File: config.mk
export PLATFORM = sky130hd
export DESIGN_NAME = nexys_starship_monster_ctrl
export DESIGN_NICKNAME = d
export VERILOG_FILES = /design/src/rtl/nexys_starship_pkg.sv /design/src/rtl/nexys_starship_lane.sv /design/src/rtl/nexys_starship_monster_ctrl.sv
export SDC_FILE = /design/constraint.sdc
export NUM_CORES = 1
export LEC_CHECK = 0
export ABC_AREA = 1
export BUFFER_PORTS_ARGS = -buffer_cell sky130_fd_sc_hd__buf_2
export CAP_MARGIN = 20
export CORE_MARGIN = 4
export CORE_UTILIZATION = 35
export DETAILED_ROUTE_END_ITERATION = 10
export GPL_ROUTABILITY_DRIVEN = 0
export PLACE_DENSITY = 0.59
export SYNTH_ARGS = -nofsm -noshare
export SYNTH_HDL_FRONTEND = slang
export SYNTH_SLANG_ARGS = --single-unit
File: constraint.sdc
create_clock -name Clk -period 3.79 [get_ports Clk]
set_input_delay 0.1895 -clock Clk [delete_from_list [all_inputs] [get_ports Clk]]
set_output_delay 0.1895 -clock Clk [all_outputs]
set_load 0.02 [all_outputs]
File: src/rtl/nexys_starship_pkg.sv
// Shared definitions for the starship monster controller.
//   - Lane index constants (bit positions in the 4-bit lane vectors).
//   - Lane FSM state encoding.
//   - popcount4 helper for aggregating per-lane pulses.
package nexys_starship_pkg;

    localparam int NUM_LANES  = 4;
    localparam int LANE_TOP   = 0;
    localparam int LANE_BTM   = 1;
    localparam int LANE_LEFT  = 2;
    localparam int LANE_RIGHT = 3;

    typedef enum logic [1:0] {
        LANE_IDLE   = 2'd0,
        LANE_ACTIVE = 2'd1,
        LANE_COOL   = 2'd2
    } lane_state_t;

    function automatic logic [2:0] popcount4(input logic [3:0] v);
        return 3'(v[0]) + 3'(v[1]) + 3'(v[2]) + 3'(v[3]);
    endfunction

endpackage

File: src/rtl/nexys_starship_lane.sv
// One monster lane: spawn, lifetime countdown, shot kill, post-kill cooldown.
//
// state  | meaning
// -------+-----------------------------------------------------------
// IDLE   | no monster; accepts a spawn request
// ACTIVE | monster alive; timer counts remaining lifetime ticks
// COOL   | monster just killed; timer counts cooldown before respawn
//
// Ports:
//   Clk, Reset      clock, async active-high reset
//   Tick            game-time enable; timers only move on Tick
//   abort           forces IDLE on the next edge with no pulses
//   spawn           spawn request for this lane
//   shot            shot at this lane
//   life_load       value loaded into the timer at spawn (lifetime - 1)
//   monster_active  lane is in ACTIVE
//   kill_pulse      one-cycle pulse on a kill
//   escape_pulse    one-cycle pulse when the lifetime runs out
module nexys_starship_lane
    import nexys_starship_pkg::*;
#(
    parameter int TW             = 16,
    parameter int COOLDOWN_TICKS = 500
) (
    input  logic          Clk,
    input  logic          Reset,
    input  logic          Tick,
    input  logic          abort,
    input  logic          spawn,
    input  logic          shot,
    input  logic [TW-1:0] life_load,
    output logic          monster_active,
    output logic          kill_pulse,
    output logic          escape_pulse
);

    // A zero cooldown still spends exactly one cycle in COOL.
    localparam bit            ZERO_COOL = (COOLDOWN_TICKS == 0);
    localparam logic [TW-1:0] COOL_LOAD = (COOLDOWN_TICKS > 0) ? TW'(COOLDOWN_TICKS - 1) : '0;

    lane_state_t   state, state_nxt;
    logic [TW-1:0] timer, timer_nxt;
    logic          kill_nxt, escape_nxt;

    always_ff @(posedge Clk or posedge Reset) begin
        if (Reset) begin
            state        <= LANE_IDLE;
            timer        <= '0;
            kill_pulse   <= 1'b0;
            escape_pulse <= 1'b0;
        end else begin
            state        <= state_nxt;
            timer        <= timer_nxt;
            kill_pulse   <= kill_nxt;
            escape_pulse <= escape_nxt;
        end
    end

    always_comb begin
        state_nxt  = state;
        timer_nxt  = timer;
        kill_nxt   = 1'b0;
        escape_nxt = 1'b0;
        if (abort) begin
            state_nxt = LANE_IDLE;
        end else begin
            case (state)
                LANE_IDLE: begin
                    if (spawn) begin
                        state_nxt = LANE_ACTIVE;
                        timer_nxt = life_load;
                    end
                end
                LANE_ACTIVE: begin
                    // Shot is checked first so a shot on the expiring tick is a kill.
                    if (shot) begin
                        state_nxt = LANE_COOL;
                        timer_nxt = COOL_LOAD;
                        kill_nxt  = 1'b1;
                    end else if (Tick) begin
                        if (timer == '0) begin
                            state_nxt  = LANE_IDLE;
                            escape_nxt = 1'b1;
                        end else begin
                            timer_nxt = timer - TW'(1);
                        end
                    end
                end
                LANE_COOL: begin
                    if (ZERO_COOL) begin
                        state_nxt = LANE_IDLE;
                    end else if (Tick) begin
                        if (timer == '0) state_nxt = LANE_IDLE;
                        else             timer_nxt = timer - TW'(1);
                    end
                end
                default: state_nxt = LANE_IDLE;
            endcase
        end
    end

    assign monster_active = (state == LANE_ACTIVE);

endmodule

File: src/rtl/nexys_starship_monster_ctrl.sv
// Monster controller: four independent lanes fed by PRNG spawn pulses,
// aggregated into score, lives and a latched game-over flag.
//
// Optional build macro: STARSHIP_DIFFICULTY_RAMP_EN
//   defined   -> spawn lifetime shrinks by LIFETIME_TICKS/32 per 16 kills,
//                floored at LIFETIME_TICKS/4 (assumes LIFETIME_TICKS >= 4)
//   undefined -> spawn lifetime is always LIFETIME_TICKS
//
// Ports:
//   Clk, Reset      clock, async active-high reset
//   Tick            one-Clk game-time enable
//   Play            game running; low forces all lanes idle
//   Restart         one-cycle pulse: reload lives, clear score and game_over
//   spawn_req[3:0]  {right,left,btm,top} spawn pulses
//   shot[3:0]       per-lane shot pulses
//   monster_active  per-lane live monster
//   kill_pulse      per-lane one-cycle kill pulse
//   escape_pulse    per-lane one-cycle escape pulse
//   score           kill count, saturating at 255
//   lives           remaining lives
//   game_over       set the cycle after lives reaches 0, held until Restart
module nexys_starship_monster_ctrl
    import nexys_starship_pkg::*;
#(
    parameter int TW             = 16,
    parameter int LIFETIME_TICKS = 3000,
    parameter int COOLDOWN_TICKS = 500,
    parameter int MAX_LIVES      = 3
) (
    input  logic       Clk,
    input  logic       Reset,
    input  logic       Tick,
    input  logic       Play,
    input  logic       Restart,
    input  logic [3:0] spawn_req,
    input  logic [3:0] shot,
    output logic [3:0] monster_active,
    output logic [3:0] kill_pulse,
    output logic [3:0] escape_pulse,
    output logic [7:0] score,
    output logic [1:0] lives,
    output logic       game_over
);

    localparam logic [1:0] LIVES_INIT = 2'(MAX_LIVES);

    logic          lane_abort;
    logic [TW-1:0] life_load;
    logic [2:0]    kill_count, escape_count;
    logic [8:0]    score_sum;
    logic [7:0]    score_nxt;
    logic [1:0]    lives_nxt;

    // Restart also clears the lanes so the new game starts empty.
    assign lane_abort = ~Play | game_over | Restart;

`ifdef STARSHIP_DIFFICULTY_RAMP_EN
    localparam logic [TW+3:0] LIFE_FULL  = (TW+4)'(LIFETIME_TICKS);
    localparam logic [TW+3:0] LIFE_STEP  = (TW+4)'(LIFETIME_TICKS / 32);
    localparam logic [TW+3:0] LIFE_FLOOR = (TW+4)'(LIFETIME_TICKS / 4);

    logic [TW+3:0] life_cut, life_ramped, life_ticks;

    always_comb begin
        life_cut    = (TW+4)'(score[7:4]) * LIFE_STEP;
        life_ramped = (life_cut >= LIFE_FULL) ? '0 : LIFE_FULL - life_cut;
        life_ticks  = (life_ramped < LIFE_FLOOR) ? LIFE_FLOOR : life_ramped;
        life_load   = TW'(life_ticks - (TW+4)'(1));
    end
`else
    assign life_load = TW'(LIFETIME_TICKS - 1);
`endif

    for (genvar i = 0; i < NUM_LANES; i++) begin : g_lane
        nexys_starship_lane #(
            .TW             (TW),
            .COOLDOWN_TICKS (COOLDOWN_TICKS)
        ) u_lane (
            .Clk            (Clk),
            .Reset          (Reset),
            .Tick           (Tick),
            .abort          (lane_abort),
            .spawn          (spawn_req[i]),
            .shot           (shot[i]),
            .life_load      (life_load),
            .monster_active (monster_active[i]),
            .kill_pulse     (kill_pulse[i]),
            .escape_pulse   (escape_pulse[i])
        );
    end

    always_comb begin
        kill_count   = popcount4(kill_pulse);
        escape_count = popcount4(escape_pulse);
        score_sum    = {1'b0, score} + {6'b0, kill_count};
        score_nxt    = score_sum[8] ? 8'hFF : score_sum[7:0];
        lives_nxt    = ({1'b0, lives} > escape_count) ? 2'({1'b0, lives} - escape_count) : 2'd0;
    end

    always_ff @(posedge Clk or posedge Reset) begin
        if (Reset) begin
            score     <= '0;
            lives     <= LIVES_INIT;
            game_over <= 1'b0;
        end else if (Restart) begin
            score     <= '0;
            lives     <= LIVES_INIT;
            game_over <= 1'b0;
        end else begin
            score     <= score_nxt;
            lives     <= lives_nxt;
            game_over <= game_over | (lives == 2'd0);
        end
    end

endmodule

Yosys cells after proc, flatten, opt, wreduce, memory -nomap -nowiden
Index checks and enable logic that the tools add are counted.
{"block": "word_totals", "inputBits": 13, "output_inout_bits": 23, "wordCells": 151, "reg_bits": 91}
{"block": "op_classes", "magnitude_cmp": 1, "eq_ne": 16, "n_mux": 81, "n_reduce_logical": 17, "add_sub_neg": 12, "n_bitwise": 5}
{"op": "2-to-1 mux 16 bit", "n": 16}
{"op": "case mux 16 bit (3 select lines)", "n": 4}
{"op": "logical NOT 16 bit", "n": 4}
{"op": "subtractor 16 x 1 -> 16 bit (second input constant)", "n": 4}
{"op": "2-to-1 mux 2 bit", "n": 22}
{"op": "2-to-1 mux 1 bit", "n": 33}
{"op": "case mux 2 bit (3 select lines)", "n": 4}
{"op": "2-to-1 mux 8 bit", "n": 2}
{"op": "AND reduction 3 bit", "n": 4}
{"op": "nonzero test 3 bit", "n": 4}
{"op": "logical NOT 2 bit", "n": 5}
{"op": "adder 8 x 3 -> 9 bit", "n": 1}
{"op": "inequality test 3 bit (second input constant)", "n": 3}
{"op": "== test 2 x 1 -> 1 bit (second input constant)", "n": 4}
{"op": "== test 2 bit (second input constant)", "n": 4}
{"op": "inequality test 2 bit (second input constant)", "n": 4}
{"op": "adder 2 x 1 -> 3 bit", "n": 2}
{"op": "adder 3 x 1 -> 3 bit", "n": 2}
{"op": "adder 1 x 1 -> 2 bit", "n": 2}
{"op": "greater-than comparator 2 x 3 -> 1 bit", "n": 1}
{"op": "inequality test 3 x 2 -> 1 bit (second input constant)", "n": 1}
{"op": "OR 1 bit", "n": 3}
{"op": "inverter 1 bit", "n": 2}
{"op": "subtractor 2 bit", "n": 1}

Depth between registers and ports, before layout
{"block": "logic_depth", "depth_word": 6, "mapped_depth": 14, "mapped_depth_nobuf": 14}

Hierarchy
Synthesis repeated with hierarchy kept, for this count alone.
{"block": "hier_totals", "hier_cells": 1079, "hier_area_um2": 7168.1}
{"mod": "nexys_starship_lane at g_lane[0].u_lane ...", "cells_each": 247, "seq_area_each_um2": 500.5, "area_per_inst_um2": 1600.3, "n_inst": 3}
{"mod": "nexys_starship_lane at g_lane[3].u_lane", "cells_each": 246, "seq_area_each_um2": 500.5, "area_per_inst_um2": 1625.3, "n_inst": 1}
{"mod": "nexys_starship_monster_ctrl", "cells_each": 92, "seq_area_each_um2": 277.8, "area_per_inst_um2": 742.0, "n_inst": 1}

Worst setup path after synthesis
Ideal clock, no wire load.
{"block": "synth_path", "path_kind": "reg-to-reg", "startpoint": "reg score[0]", "endpoint": "reg score[5]", "synth_period_minus_slack_ns": 2.461, "n_path_buf": 0, "path_stages_with_launch": 12, "slack_ns": 1.329, "setup_ns": 0.077, "arrival_time_ns": 2.384, "required_time_ns": 3.713, "cell_sequence": "dfrtp_1 fa_1 inv_1 fa_1 inv_1 fa_1 nand2_1 nor3_1 inv_1 nor2_1 inv_1 a21oi_1"}
{"block": "synth_between", "elab_chain_len": 3}
{"element": "start, declared", "line_no": "nexys_starship_monster_ctrl.sv:40", "source": "output logic [7:0] score,"}
{"element": "start signal, assigned", "line_no": "nexys_starship_monster_ctrl.sv:110", "source": "score <= score_nxt;"}
{"element": "adder 8 x 3 -> 9 bit", "line_no": "nexys_starship_monster_ctrl.sv:95", "source": "score_sum = {1'b0, score} + {6'b0, kill_count};"}
{"element": "2-to-1 mux 8 bit", "line_no": "nexys_starship_monster_ctrl.sv:96", "source": "score_nxt = score_sum[8] ? 8'hFF : score_sum[7:0];"}
{"element": "2-to-1 mux 8 bit", "line_no": "nexys_starship_monster_ctrl.sv:105", "source": "end else if (Restart) begin"}
No other way between the ends.
A chain may end at the register's enable or synchronous reset.

Worst setup path in the final report
Same ends and word-level chain as after synthesis.

==> flow_summary.yaml <==
outcome:
  status: "complete, no violations"
synthesis:
  synth-edff-count: 0
  yosysUniqueCellTypes: 43
  synth_top_area_frac: 0.334
  synthFlopType: "dfrtp_1"
  yosysWarnings: 0
  synth_area_sq_um: 6660
  synth_cells: 987
  async_flop_share: 1.00
  netlist_top_cells_area: "dfrtp_1 33%, nand2_1 13%, nor2_1 8.6%"
  ys_top_cells_by_count: "238 x nand2_1, 153 x nor2_1, 135 x inv_1, 111 x nand3_1, 89 x dfrtp_1"
  synthesis.nets: 1033
  synth.most_common_cell: "nand2_1"
  postSynthAreaPerCell_sq_um: 6.75
  ys_seq_area_frac: 0.342
  ys_ff_latch: 91
  synth_top_area_cell: "dfrtp_1"
power_and_ir_drop:
  power.leakage_nw: 3.65
  p_int_mw: 1.79
  p_switching_mw: 0.918
  pwr-share-seq: 0.428
  p_comb_frac: 0.219
  ir_drop_mv: 0.223
  switching_share: 0.339
  clkPwrFrac: 0.353
  p_per_area_nw_per_um2: 370
timing:
  skew_ns: 0.00857
  tightest_slew_ns: 0.709
  drv_slew: 0
  period_needed_ns: 2.57
  relSlewSlack: 0.527
  setup-violations-final: 0
  rsz0062_at_grt: "false"
  final-hold-violation-count: 0
  max_freq_mhz: 390
  post-route-period-util: 0.677
  finalSetupTns_ns: 0
global_routing:
  first_global_vias: 5788
  grt_usage: 0.160
  antenna_found_initial: 0
  busiest_layer: "met2"
  grt_max_degree: 77
  grt_use_met2: 0.248
  grt_pass1_wl_microns: 28800
  met3_usage: 0.0221
  use_met1: 0.231
  gr-total-overflow: 0
critical_path:
  worst_ep_arrival_time_ns: 2.84
  cp_max_fo: 4
  critPathKind: "reg -> reg"
  worstSetupEndpointType: "flop"
  required_ns: 4.06
  start_kind: "flop"
finish:
  instances_no_fill: 1250
  fin_nets: 1057
  fillers: 1956
  diodes: 0
  drive_gt1_frac: 0.0856
  syn_to_final_growth_pct: 9.73
drt:
  routed_wl_microns: 17000
  dr_total_vias: 6164
  drtPass1Iterations: 5
  ant_nets: 0
  drcViolationCount: 0
  drt-initial-drc-count: 417
  post_drt_wl_per_cell_microns: 13.6
  vias_per_cell: 4.93
floorplanning:
  die_y_microns: 146
  die_w_microns: 146
  std_cell_rows: 50
  pin_count: 36
  start_util: 0.356
  core_area_sq_um: 18700
  die-area_sq_um: 21300
clock_tree:
  clk_pin_slew_ns: 0.07
  cts.sinks: 91
  cts_buffers: 9
  htree_levels: 3
  clockBufferDepth: 2
  cts-root-buf: "clkbuf_16"
  cts_tree: "built"
  cts_setup_buffers: 0
  worstSkewPairLatency_ns: 0.35
placed_design:
  dp_cells: 1232
  io_buffer_count: 35
  dp_hpwl_microns: 12500
worst_hold_path:
  hold_class: "in -> reg"
job:
  drv_cap: 0
## what timing repair did
action	in CTS	in global routing
setup endpoints to repair	0	0
endpoints found under the hold margin	0	5
gates resized for setup	0	0
hold buffers	0	1
## metal layers
metal  wire length (microns)  up-vias  share of wire
li1                        -     3194              -
met1                    8830     2834           0.52
met2                    7330      115           0.43
met3                     585       21          0.034
met4                     284        0          0.017
met5                       0        -              0
## kinds of logic (layout without fill, tap and decap cells)
kind of cell | Yosys count | in the layout | synth area share
AND/OR/NAND/NOR | 567 | 567 | 0.371
buffers and inverters | 169 | 198 | 0.107
AO/OA/AOI/OAI | 118 | 118 | 0.101
flip-flops | 91 | 91 | 0.342
adder cells (fa/ha/maj) | 33 | 33 | 0.0665
XOR/XNOR | 9 | 9 | 0.0118
## metrics by stage
stage	setup WS, ns	hold WS (ns)	instance area (sq um)	total power, mW	utilization
floorplan	1.24	0.262	6660	1.61	-
global placement	1.26	0.431	6970	1.75	0.373
detailed placement	1.21	0.424	6970	1.75	0.373
CTS	1.20	0.0555	7270	2.71	0.389
global route	0.995	0.0696	7310	2.86	0.391
finish	1.22	0.0614	7310	2.70	0.391
## power by group through the flow
stage | sequential (mW) | combinational (mW) | clock (mW)
global placement | 1.17 | 0.582 | 0
CTS | 1.15 | 0.587 | 0.973
finish | 1.16 | 0.592 | 0.954
floorplan | 1.14 | 0.467 | 0
global route | 1.17 | 0.685 | 1.01
detailed placement | 1.17 | 0.584 | 0
## sequential cells by signal (all words and copies together), names as in the netlist
name / cells
g_lane.u_lane.kill_pulse: 4
game_over: 1
g_lane.u_lane.state: 8
score: 8
g_lane.u_lane.escape_pulse: 4
g_lane.u_lane.timer: 64
lives: 2
## final timing paths
check | start | to | slack [ns] | depth (start not counted)
max in group asynchronous | Reset | lives[0] | 2.91 | 4
worst min-delay path | shot[3] | g_lane[3].u_lane.escape_pulse | 0.06 | 2
worst max register to register | score[0] | score[5] | 1.22 | 11
worst min register to register | g_lane[2].u_lane.timer[1] | g_lane[2].u_lane.timer[1] | 0.53 | 2
worst max-delay path | score[0] | score[5] | 1.22 | 11
min in group asynchronous | Reset | g_lane[0].u_lane.timer[8] | 0.27 | 3
## cell type report
class / instances / area [sq um] / area share
Multi-Input combinational cell: 727 / 3670 / 0.502
Sequential cell: 91 / 2280 / 0.312
Inverter: 143 / 541 / 0.0739
Tap cell: 234 / 293 / 0.0400
Clock buffer: 11 / 243 / 0.0332
Timing Repair Buffer: 39 / 228 / 0.0311
Clock inverter: 5 / 60.1 / 0.00821
## critical path: stages (launching register included)
cell,delay [ns]
dfrtp_1,0.40
fa_1,0.54
inv_1,0.05
fa_1,0.34
inv_1,0.09
fa_1,0.23
nand2_1,0.06
nor3_1,0.23
inv_1,0.10
nor2_1,0.17
inv_1,0.12
a21oi_1,0.16
## cells in the final DEF, fill, tap and decap left out, types with 7 or more instances in the layout
| cell type | synthesis | routed |
|---|---|---|
| a21oi_1 | 41 | 41 |
| buf_2 | 4 | 35 |
| clkbuf_16 | 0 | 9 |
| dfrtp_1 | 89 | 89 |
| ha_1 | 29 | 29 |
| inv_1 | 135 | 134 |
| nand2_1 | 238 | 238 |
| nand2_2 | 7 | 7 |
| nand3_1 | 111 | 111 |
| nand4_1 | 17 | 17 |
| nor2_1 | 153 | 153 |
| nor3_1 | 15 | 15 |
| o211ai_1 | 11 | 11 |
| o21ai_0 | 41 | 41 |
Power figures use the tool's default switching activity.
